**src/rtl/clock_set_ctrl.sv**
```systemverilog
// Time-setting controller for a 24-hour clock. Three raw pushbuttons are
// synchronized and debounced, turned into single press pulses, and used to
// walk an edit FSM through hours, minutes and seconds. After the seconds field
// is confirmed, the edited time is presented with load held high for a fixed
// number of cycles.
module clock_set_ctrl #(
  parameter int DEBOUNCE_CYCLES  = 1000000,
  parameter int LOAD_HOLD_CYCLES = 100000000
) (
  input  logic       CLK100MHZ,
  input  logic       reset,
  input  logic       btn_mode,
  input  logic       btn_up,
  input  logic       btn_down,
  input  logic [7:0] cur_hours,
  input  logic [7:0] cur_minutes,
  input  logic [7:0] cur_seconds,
  output logic [7:0] newHours,
  output logic [7:0] newMinutes,
  output logic [7:0] newSeconds,
  output logic       load,
  output logic [1:0] mode,
  output logic [2:0] state_dbg
);

  localparam int DW = (DEBOUNCE_CYCLES  > 1) ? $clog2(DEBOUNCE_CYCLES  + 1) : 1;
  localparam int HW = (LOAD_HOLD_CYCLES > 1) ? $clog2(LOAD_HOLD_CYCLES + 1) : 1;

  typedef enum logic [2:0] {
    S_RUN  = 3'd0,
    S_HR   = 3'd1,
    S_MIN  = 3'd2,
    S_SEC  = 3'd3,
    S_LOAD = 3'd4
  } state_t;

  // Bit order for all per-button vectors: [0] mode, [1] up, [2] down.
  logic [2:0]    btn_raw;
  logic [2:0]    sync1;
  logic [2:0]    sync2;
  logic [2:0]    db;
  logic [2:0]    db_q;
  logic [DW-1:0] db_cnt [3];
  logic [2:0]    pulse;

  state_t        state;
  logic [HW-1:0] hold_cnt;

  assign btn_raw = {btn_down, btn_up, btn_mode};

  // A press pulse is the first cycle the debounced level reads high.
  assign pulse = db & ~db_q;

  assign state_dbg = state;

  // Wrapping step of a field within 0..max; simultaneous up and down cancel.
  function automatic logic [7:0] step(input logic [7:0] v, input logic [7:0] max,
                                      input logic up, input logic dn);
    logic [7:0] r;
    r = v;
    if (up && !dn)      r = (v >= max) ? 8'd0 : v + 8'd1;
    else if (dn && !up) r = (v == 8'd0 || v > max) ? max : v - 8'd1;
    return r;
  endfunction

  // Two-flop synchronizers, mismatch-counting debouncers and edge history.
  always_ff @(posedge CLK100MHZ) begin
    if (reset) begin
      sync1 <= '0;
      sync2 <= '0;
      db    <= '0;
      db_q  <= '0;
      for (int i = 0; i < 3; i++) db_cnt[i] <= '0;
    end else begin
      sync1 <= btn_raw;
      sync2 <= sync1;
      db_q  <= db;
      for (int i = 0; i < 3; i++) begin
        if (sync2[i] != db[i]) begin
          if (db_cnt[i] == DW'(DEBOUNCE_CYCLES - 1)) begin
            db[i]     <= sync2[i];
            db_cnt[i] <= '0;
          end else begin
            db_cnt[i] <= db_cnt[i] + 1'b1;
          end
        end else begin
          db_cnt[i] <= '0;
        end
      end
    end
  end

  // Edit FSM with registered mode/load and the edited time fields.
  always_ff @(posedge CLK100MHZ) begin
    if (reset) begin
      state      <= S_RUN;
      mode       <= 2'b00;
      load       <= 1'b0;
      hold_cnt   <= '0;
      newHours   <= 8'd0;
      newMinutes <= 8'd0;
      newSeconds <= 8'd0;
    end else begin
      case (state)
        S_RUN: begin
          if (pulse[0]) begin
            newHours   <= (cur_hours   > 8'd23) ? 8'd0 : cur_hours;
            newMinutes <= (cur_minutes > 8'd59) ? 8'd0 : cur_minutes;
            newSeconds <= (cur_seconds > 8'd59) ? 8'd0 : cur_seconds;
            state      <= S_HR;
            mode       <= 2'b01;
          end
        end
        S_HR: begin
          if (pulse[0]) begin
            state <= S_MIN;
            mode  <= 2'b10;
          end else begin
            newHours <= step(newHours, 8'd23, pulse[1], pulse[2]);
          end
        end
        S_MIN: begin
          if (pulse[0]) begin
            state <= S_SEC;
            mode  <= 2'b11;
          end else begin
            newMinutes <= step(newMinutes, 8'd59, pulse[1], pulse[2]);
          end
        end
        S_SEC: begin
          if (pulse[0]) begin
            state    <= S_LOAD;
            mode     <= 2'b00;
            load     <= 1'b1;
            hold_cnt <= '0;
          end else begin
            newSeconds <= step(newSeconds, 8'd59, pulse[1], pulse[2]);
          end
        end
        S_LOAD: begin
          if (hold_cnt == HW'(LOAD_HOLD_CYCLES - 1)) begin
            state    <= S_RUN;
            load     <= 1'b0;
            hold_cnt <= '0;
          end else begin
            hold_cnt <= hold_cnt + 1'b1;
          end
        end
        default: begin
          state    <= S_RUN;
          mode     <= 2'b00;
          load     <= 1'b0;
          hold_cnt <= '0;
        end
      endcase
    end
  end

endmodule

```
**config.mk**
```make
export PLATFORM = sky130hd
export DESIGN_NAME = clock_set_ctrl
export DESIGN_NICKNAME = d
export VERILOG_FILES = /design/src/rtl/clock_set_ctrl.sv
export SDC_FILE = /design/constraint.sdc
export NUM_CORES = 1
export LEC_CHECK = 0
export ABC_AREA = 0
export BUFFER_PORTS_ARGS = -buffer_cell sky130_fd_sc_hd__clkbuf_2
export CAP_MARGIN = 20
export CELL_PAD_IN_SITES_DETAIL_PLACEMENT = 0
export CELL_PAD_IN_SITES_GLOBAL_PLACEMENT = 2
export CORE_MARGIN = 2
export CORE_UTILIZATION = 41
export CTS_CLUSTER_DIAMETER = 100
export DETAILED_ROUTE_END_ITERATION = 6
export HOLD_SLACK_MARGIN = 0.03
export PLACE_DENSITY_LB_ADDON = 0.3
export SYNTH_ARGS = -nofsm -noshare
export SYNTH_HDL_FRONTEND = slang
export SYNTH_SLANG_ARGS = --single-unit
export TNS_END_PERCENT = 30
```
**constraint.sdc**
```tcl
create_clock -name CLK100MHZ -period 5.16 [get_ports CLK100MHZ]
set_clock_uncertainty 0.2 [all_clocks]
set_input_delay 0 -clock CLK100MHZ [delete_from_list [all_inputs] [get_ports CLK100MHZ]]
set_output_delay 0 -clock CLK100MHZ [all_outputs]
set_load 0.01 [all_outputs]
```
* Yosys cells after proc, flatten, opt, wreduce, memory -nomap -nowiden
Memories as Yosys holds them, arrays and structs flattened.
Cells that the tools add are included.
** Storage, ports and cells
- Register bits :: 69
- Latch bits :: 0
- Memory bits (writable) :: 60
- Bits in read-only memories :: 0
- Bits of input ports :: 29
- Output and inout port bits :: 30
- Logic and storage cells :: 178
- Memories :: 1
** Operators by class
- Add/subtract/negate cells :: 10
- Multipliers :: 0
- Div/mod/pow operators :: 0
- Order comparisons :: 9
- Equality and inequality tests :: 22
- Shift-type cells :: 0
- Muxes and demuxes :: 85
- Bitwise gates (word level) :: 13
- Reductions and logical operators :: 25
** Memories
- db_cnt :: depth 3, bits a word 20, read ports 3, clocked after memory_dff 0, wr ports 3, RTL line 43 : logic [DW-1:0] db_cnt [3];
** Operators by type and width (number)
- $mux 20 :: 9
- $mux 8 :: 21
- $pmux 27 s3 :: 1
- $add 20x1->20 const B :: 3
- $eq 20x20->1 const B :: 3
- $mux 27 :: 2
- $pmux 8 s2 :: 3
- $mux 1 :: 37
- $gt 8x6->1 const B :: 4
- $add 27x1->27 const B :: 1
- $eq 27x27->1 const B :: 1
- $add 8x1->8 const B :: 3
- $logic_not 8->1 :: 3
- $sub 8x1->8 const B :: 3
- $ge 8x6->1 const B :: 2
- $gt 8x5->1 const B :: 2
- $ne 2x2->1 const B :: 8
- $mux 3 :: 5
- $pmux 3 s5 :: 1
- $reduce_and 4->1 :: 3
- $pmux 2 s5 :: 1
- $reduce_and 5->1 :: 2
- $ne 3x3->1 const B :: 3
- $or 1x1->1 :: 9
- 18 further kinds :: 34

* Logic depth before layout (Yosys ltp)
Gate-level depths: netlist (run 1).
- Depth in word-level cells :: 8
- Mapped depth :: 8
- Mapped depth without buffers :: 7

* Worst setup path after synthesis (run 1)
OpenSTA, ideal clock, no wires.
- Kind :: flip-flop to flip-flop
- From :: memory db_cnt[0][0] in the netlist's numbering
- To :: memory db_cnt[0][11] in the netlist's numbering, data pin
- Setup time :: 0.254 ns
- Data arrival time :: 1.691 ns
- Data required time :: 4.706 ns
- Setup slack :: 3.015 ns
- Cell stages (with the launch flop) :: 8
- Path buffers :: 1
- Period minus slack after synthesis :: 2.145 ns
- Cells stage by stage :: edfxtp_1 > ha_1 > nand2_1 > or3_1 > nor4_1 > or3_1 > buf_4 > nor2_1
** RTL lines (RTL line)
- start: declaration :: 43

* Worst setup path after layout (run 1)
- From :: register db[1]
- To :: register newHours[3]
** On the way
- Longest elaborated chain between the ends :: 5
- Elaborated cells on any way between the ends :: 9
- Those cells by class :: eq/ne (1); mux (3); bitwise (1); reduce/logical (4)
** RTL lines
- start: declaration :: RTL line 41 : logic [2:0] db;
- start signal: indexed assignment :: RTL line 81 : db[i] <= sync2[i];
- $and 3x3->3 * :: RTL line 52 : assign pulse = db & ~db_q;
- $logic_and 1x1->1 / $logic_not 1->1 (equally long branches) :: RTL line 61, 62
- $mux 8 / $logic_and 1x1->1 (equally long branches) :: RTL line 61, 62
- $mux 8 / $ne 3x3->1 (equally long branches)
- $pmux 8 s2 / $reduce_and 4->1 (equally long branches)
- end signal: assignment :: RTL line 107 : newHours <= (cur_hours > 8'd23) ? 8'd0 : cur_hours;
- end signal: assignment :: RTL line 119 : newHours <= step(newHours, 8'd23, pulse[1], pulse[2]);
- end: declaration :: RTL line 18 : output logic [7:0] newHours,
Mark *: on every way between the ends. The rest lies on a longest branch, timed or not. The select of a mux whose other input is x is not followed.
A chain may end at the register's enable or synchronous reset.

==> impl_metrics.toml, run 1 <==
[sta]
timing.final.hold_violations = 0
final.period_utilization_pct = 65.6
totalNegativeSetupSlack_ns = 0
rsz_0062_raised_after_global_routing = "false"
timing.final.ws_setup_ns = 1.78
finalSetupViolations = 0
worst-slew-pin-transition_ns = 0.840
timing.fmax_mhz = 296
min_period_ns = 3.38
tightest_hold_margin_ns = 0.138
drv_slew = 0
slew_headroom_pct = 44.0

[pwr]
p_seq_share_pct = 46.3
power.share.clock_pct = 49.8
p_comb_share_pct = 3.9
p_switching_mw = 0.524
total_power_mw = 2.41
p_int_mw = 1.89
powerDensity_nw_per_um2 = 270
power_switching_share_pct = 21.7
ir_worst_vdd_uv = 224
power.static_leakage_nw = 3.20

[cells_and_area]
syn2layout_area_growth_pct = 20.4
design_area_um2 = 8940
nFillCells = 1713
final_core_util_pct = 50.1
finish.cell_count_without_fillers = 1193
antenna_cells = 0
final_layout_size_suffix_gt1_share_pct = 10.7
finalNetCount = 994

[setup_path]
critPathCaptureType = "flip-flop"
crit_fanout = 21
criticalPathCategory = "reg -> reg"
crit_path_start_kind = "flip-flop"
worst_path_arrival_time_ns = 3.54
cp.required_ns = 5.32

[drt]
dr.pass1.iters = 5
met3WireLength_um = 767
drc_errors = 0
drt.antenna.violating_nets = 0
met2_wirelength_um = 8610
number_of_vias_in_the_routed_layout = 6380
wl_met1_um = 8230
routed_wirelength_um = 17800
viasPerCell = 5.35
drt_first_iter_violations = 313
top_signal_layer_used = "met4"
drt-wirelength-per-cell_um = 14.9

[cts]
cts.root.buffer_cell = "clkbuf_16"
clkSinkCount = 129
clockBufferDepth = 2
ctsResizeCount = 0
clk-insertion-delay-late_ns = 0.42
tritoncts.num_buffers = 17
tritoncts = "built"
postCtsSetupRepairBufs = 0
cts_max_level = 4
worst_setup_hold_path_clk_slew_ns = 0.06

[logic_synthesis]
netlist_area_um2 = 7430
postSynthRegisterBits = 129
synth_top_cells_by_area = "edfxtp_1, dfxtp_1, xnor2_1, nor2_1, xor2_1"
ys.warnings.count = 0
synthDominantCellAreaShare_pct = 24.3
async_flop_share_pct = 0
syn_avg_cell_area_um2 = 9.04
yosys.cell_types.count = 76
synthTopCellsByCount = "nor2_1, dfxtp_1, edfxtp_1, nor3_1, xnor2_1"
number_of_synthesized_flops_with_an_enable_pin = 60
synth_top_cell_by_area = "edfxtp_1"
synth_ff_type = "dfxtp_1"
synth_seq_area_share_pct = 42.9
synth_most_common_cell = "nor2_1"
syn_inst = 822

[place]
post-place-ws_ns = 2.32
dp_hpwl_um = 12200
placed_insts = 1128
gpl.final_weighted_congestion = 0.821
io_buffers = 58
area_of_placed_instances_um2 = 8030

[global_routing]
overflow = 0
grt_use_total_pct = 18.4
grt_pass1_vias = 6130
grt_first_pass_wirelength_um = 29300
grt_max_degree = 35
initial_antenna_violation_count = 0

[floorplanning]
initial_core_utilization_pct = 41.6
rows = 49
die_h_um = 139
core_area_um2 = 17800
ios = 59
die_boundary_width_um = 139
fp.dieArea_um2 = 19200

[worst_hold_path]
worst_hold_path_type = "in -> reg"

[job]
drv.max_cap_violation_count = 0

[outcome]
status = "complete, no violations"
[area by class of cell]
class	instances	area [um^2]	share of cell area, %
multi-input cells	681	4150	46.4
flip-flops and latches	129	3180	35.6
clock buffers	20	437	4.89
inverters	30	113	1.26
clock inverters	12	141	1.58
repair buffers	92	628	7.03
well taps	229	287	3.21
[power by group through the flow]
stage / clock (mW) / sequential [mW] / combinational [mW]
floorplan: 0 / 1.13 / 0.0538
detailed placement: 0 / 1.14 / 0.0759
finish: 1.20 / 1.12 / 0.0937
global placement: 0 / 1.14 / 0.0750
global route: 1.28 / 1.12 / 0.105
CTS: 1.23 / 1.12 / 0.0919
[layer usage]
metal  vias up  track usage [%]
li1       3183                -
met1      3039             23.6
met2       138             31.0
met3        20             4.18
met4         0             5.91
met5         -                0
[cells by family (layout without fill, tap and decap cells)]
family / after synthesis / count (layout) / share of synthesized area [%]
xor gates and xnor gates: 94 / 94 / 11.1
DFF: 129 / 129 / 42.9
and+or+nand+nor: 393 / 393 / 27.1
muxes: 7 / 7 / 0.943
AOI/OAI and AO/OA: 113 / 113 / 11.4
buffers and inverters: 71 / 154 / 4.25
other: 1 / 60 / 0.0505
adders and majority gates: 14 / 14 / 2.36
[placed cells by master (no fill, tap or decap), types with 7 or more instances in the layout]
cell and n:
nor4_1 15, nor2b_1 13, nand3_1 41, dlygate4sd3_1 33
nor4b_1 7, dfxtp_1 69, nand4_1 23, and4_1 10
conb_1 60, edfxtp_1 60, clkbuf_16 17, and3_1 17
xnor2_1 58, a21oi_1 25, inv_1 29, mux2i_1 7
nor2_1 116, nor3_1 59, xor2_1 36, ha_1 14
nand2_1 52, o21ai_0 15, or3_1 7, clkbuf_2 58
[path summary, 6_finish.rpt]
kind | start | endpoint | slack (ns) | cells past startpoint
max | db[1] | newHours[3] | 1.78 | 8
min | btn_down | sync1[2] | 0.14 | 3
max reg2reg | db[1] | newHours[3] | 1.78 | 8
min reg2reg | sync1[2] | sync2[2] | 0.24 | 1
[critical path, cell delays in order (launching register included)]
cell and delay [ns]:
dfxtp_1 0.38, nor2b_1 0.17, ha_1 0.72, o211ai_1 0.26, nor3_1 0.26, o22ai_1 0.10, dlygate4sd3_1 0.57, a21oi_1 0.11
dlygate4sd3_1 0.55
[flip-flops by register name, indices dropped and copies added (netlist names)]
| register | count |
|---|---|
| state_dbg | 3 |
| newMinutes | 8 |
| sync2 | 3 |
| db | 3 |
| db_q | 3 |
| hold_cnt | 27 |
| db_cnt | 60 |
| newSeconds | 8 |
| sync1 | 3 |
| load | 1 |
| mode | 2 |
| newHours | 8 |
[repair_timing]
action	in CTS	in global routing
endpoints found under the hold margin	24	0
hold buffers	33	0
endpoints found under the setup margin	0	0
Power figures use the tool's default switching activity.
==> run 2: changes to the inputs <==
- ABC_AREA: 0 -> 1
- CORE_UTILIZATION: 41 -> 35
- clock period: 5.16 -> 3.5 ns (I/O delays scaled with it)
==> impl_metrics.toml, run 2 <==
[outcome]
status = "complete, no violations"

[logic_synthesis]
async_flop_share_pct = 0
synth_most_common_cell = "nand2_1"
syn_avg_cell_area_um2 = 7.25
synth_ff_type = "dfxtp_1"
yosys.cell_types.count = 51
number_of_synthesized_flops_with_an_enable_pin = 60
netlist_area_um2 = 8080
synth_top_cell_by_area = "edfxtp_1"
synth_top_cells_by_area = "edfxtp_1, dfxtp_1, nand2_1, nor2_1, inv_1"
synthDominantCellAreaShare_pct = 22.3
syn_inst = 1115
synthTopCellsByCount = "nand2_1, nor2_1, inv_1, nand3_1, a21oi_1"
postSynthRegisterBits = 129
synth_seq_area_share_pct = 39.4
ys.warnings.count = 0

[cells_and_area]
final_layout_size_suffix_gt1_share_pct = 12.4
mostFrequentLayoutCell = "nand2_1"
design_area_um2 = 10000
antenna_cells = 0
final_core_util_pct = 44.3
finalNetCount = 1334
syn2layout_area_growth_pct = 24.1
biggestRegsByFlops = "db_cnt x60, hold_cnt x27"
mostFrequentLayoutCells = "nand2_1, nor2_1, inv_1"
register_ranked_first_by_flip_flop_count = "db_cnt"
number_of_flip_flops_in_the_largest_register = 60

[floorplanning]
ios = 59
die_h_um = 156
die_boundary_width_um = 156
rows = 55
fp.dieArea_um2 = 24300
core_area_um2 = 22600
initial_core_utilization_pct = 35.7

[setup_path]
max_stage_delay_ns = 0.58
reg2reg_from = "db[2]"
worstPathBufferInverterCount = 5
crit_fanout = 8
criticalPathCategory = "reg -> reg"
cp.required_ns = 3.61
critPathCaptureType = "flip-flop"
worst_setup_path_startpoint = "db[2]"
cpLargestDelayFamily = "buffers and inverters"
crit_chain = "inv_1 -> or2_2 -> ha_1 -> inv_1 -> nand3_1 -> nand2_2 -> inv_1 -> a21oi_1 -> dlygate4sd3_1 -> a21oi_1 -> dlygate4sd3_1"
critPathMostFrequentCell = "inv_1"
worst_path_arrival_time_ns = 3.35
cp_slowest_cell = "dlygate4sd3_1"
crit_path_start_kind = "flip-flop"

[pwr]
power_switching_share_pct = 21.6
ir_worst_vdd_uv = 271
power.share.clock_pct = 50.8
p_seq_share_pct = 45.1
p_int_mw = 2.86
powerDensity_nw_per_um2 = 364
p_comb_share_pct = 4.1
p_switching_mw = 0.786
total_power_mw = 3.65
power.static_leakage_nw = 4.18

[cts]
cts-hold-fix-buffers = 58
clk-insertion-delay-late_ns = 0.42
cts.root.buffer_cell = "clkbuf_16"
tritoncts = "built"
clockBufferDepth = 2
cts_max_level = 4
ctsResizeCount = 0
tritoncts.num_buffers = 17
worst_setup_hold_path_clk_slew_ns = 0.06
clkSinkCount = 129
postCtsSetupRepairBufs = 0

[drt]
drt-wirelength-per-cell_um = 12.8
dr.pass1.iters = 5
routed_wirelength_um = 20300
number_of_vias_in_the_routed_layout = 7421
drc_errors = 0
drt_first_iter_violations = 249
viasPerCell = 4.67
drt.antenna.violating_nets = 0

[global_routing]
grt_max_degree = 36
grt_use_total_pct = 17.9
grt_pass1_vias = 7262
overflow = 0
initial_antenna_violation_count = 0
grt_first_pass_wirelength_um = 35200

[sta]
timing.final.ws_setup_ns = 0.257
rsz_0062_raised_after_global_routing = "false"
finalSetupViolations = 0
drv_slew = 0
timing.fmax_mhz = 308
worst-slew-pin-transition_ns = 0.690
final.period_utilization_pct = 92.7
timing.final.hold_violations = 0
slew_headroom_pct = 53.9
min_period_ns = 3.24
totalNegativeSetupSlack_ns = 0

[place]
area_of_placed_instances_um2 = 8840
gpl.final_weighted_congestion = 0.789
dp_hpwl_um = 15000
io_buffers = 58
post-place-ws_ns = 1.06

[job]
drv.max_cap_violation_count = 0

[worst_hold_path]
worst_hold_path_type = "reg -> reg"
worstHoldStart = "sync1[0]"
run 2: changes by cell type after synthesis, moves of 15 or more:
| cell | change |
|---|---|
| xnor2_1 | -48 |
| inv_1 | +102 |
| nand3_1 | +36 |
| nand2_1 | +201 |
| a21oi_1 | +48 |
| and3_1 | -15 |
| nor2_1 | +32 |
| nor2_2 | +23 |
| nand4_1 | +19 |
| nor3_1 | -24 |
| o21ai_0 | +35 |
run 2: layout make-up:
cell class,count,area (um^2)
sequential,129,3180
clock inverter,12,165
tap,285,357
multi-input combinational,882,4450
fill,2299,12600
inverter,139,522
clock buffer,20,437
timing repair buffer,122,916
run 2: final timing paths:
| check | slack (ns) | to | cells after the start |
|---|---|---|---|
| setup / recovery | 0.26 | newHours[0] | 11 |
| hold reg to reg | 0.20 | sync2[0] | 2 |
| setup reg to reg | 0.26 | newHours[0] | 11 |
| hold / removal | 0.20 | sync2[0] | 2 |
run 2: metrics by stage:
stage	hold WS, ns	instances
4_1_cts	0.204	1589
3_3_place_gp	0.0380	1499
5_1_grt	0.229	1589
2_1_floorplan	-0.0930	1174
6_report	0.201	1589
3_5_place_dp	0.0393	1499
run 2: cell families (layout without fill, tap and decap cells):
group / Yosys count / count (layout) / share of synthesized area, %
simple gates: 633 / 633 / 37.1
compound gates: 135 / 135 / 8.67
fa+ha+maj: 14 / 14 / 2.17
other cells: 1 / 60 / 0.0464
buf+inv: 163 / 293 / 8.31
xor+xnor: 40 / 40 / 4.33
flops: 129 / 129 / 39.4
run 2: worst reg2reg max path: stages (launching register included):
cell,delay [ns]
dfxtp_1,0.34
inv_1,0.07
or2_2,0.27
ha_1,0.31
inv_1,0.14
nand3_1,0.13
nand2_2,0.17
inv_1,0.15
a21oi_1,0.16
dlygate4sd3_1,0.58
a21oi_1,0.06
dlygate4sd3_1,0.55
run 2: metal layers:
| metal | track usage [%] | vias up | wire (um) |
|---|---|---|---|
| met1 | 24.4 | 3327 | 10100 |
| met3 | 4.03 | 10 | 850 |
| li1 | - | 3968 | - |
| met4 | 4.02 | 0 | 138 |
| met5 | 0 | - | 0 |
| met2 | 29.1 | 116 | 9190 |
run 2: power groups by stage:
stage,Combinational (mW),Clock (mW),Sequential [mW]
global route,0.174,1.97,1.65
finish,0.151,1.85,1.64
floorplan,0.0889,0,1.66
global placement,0.122,0,1.68
CTS,0.151,1.90,1.64
detailed placement,0.121,0,1.68
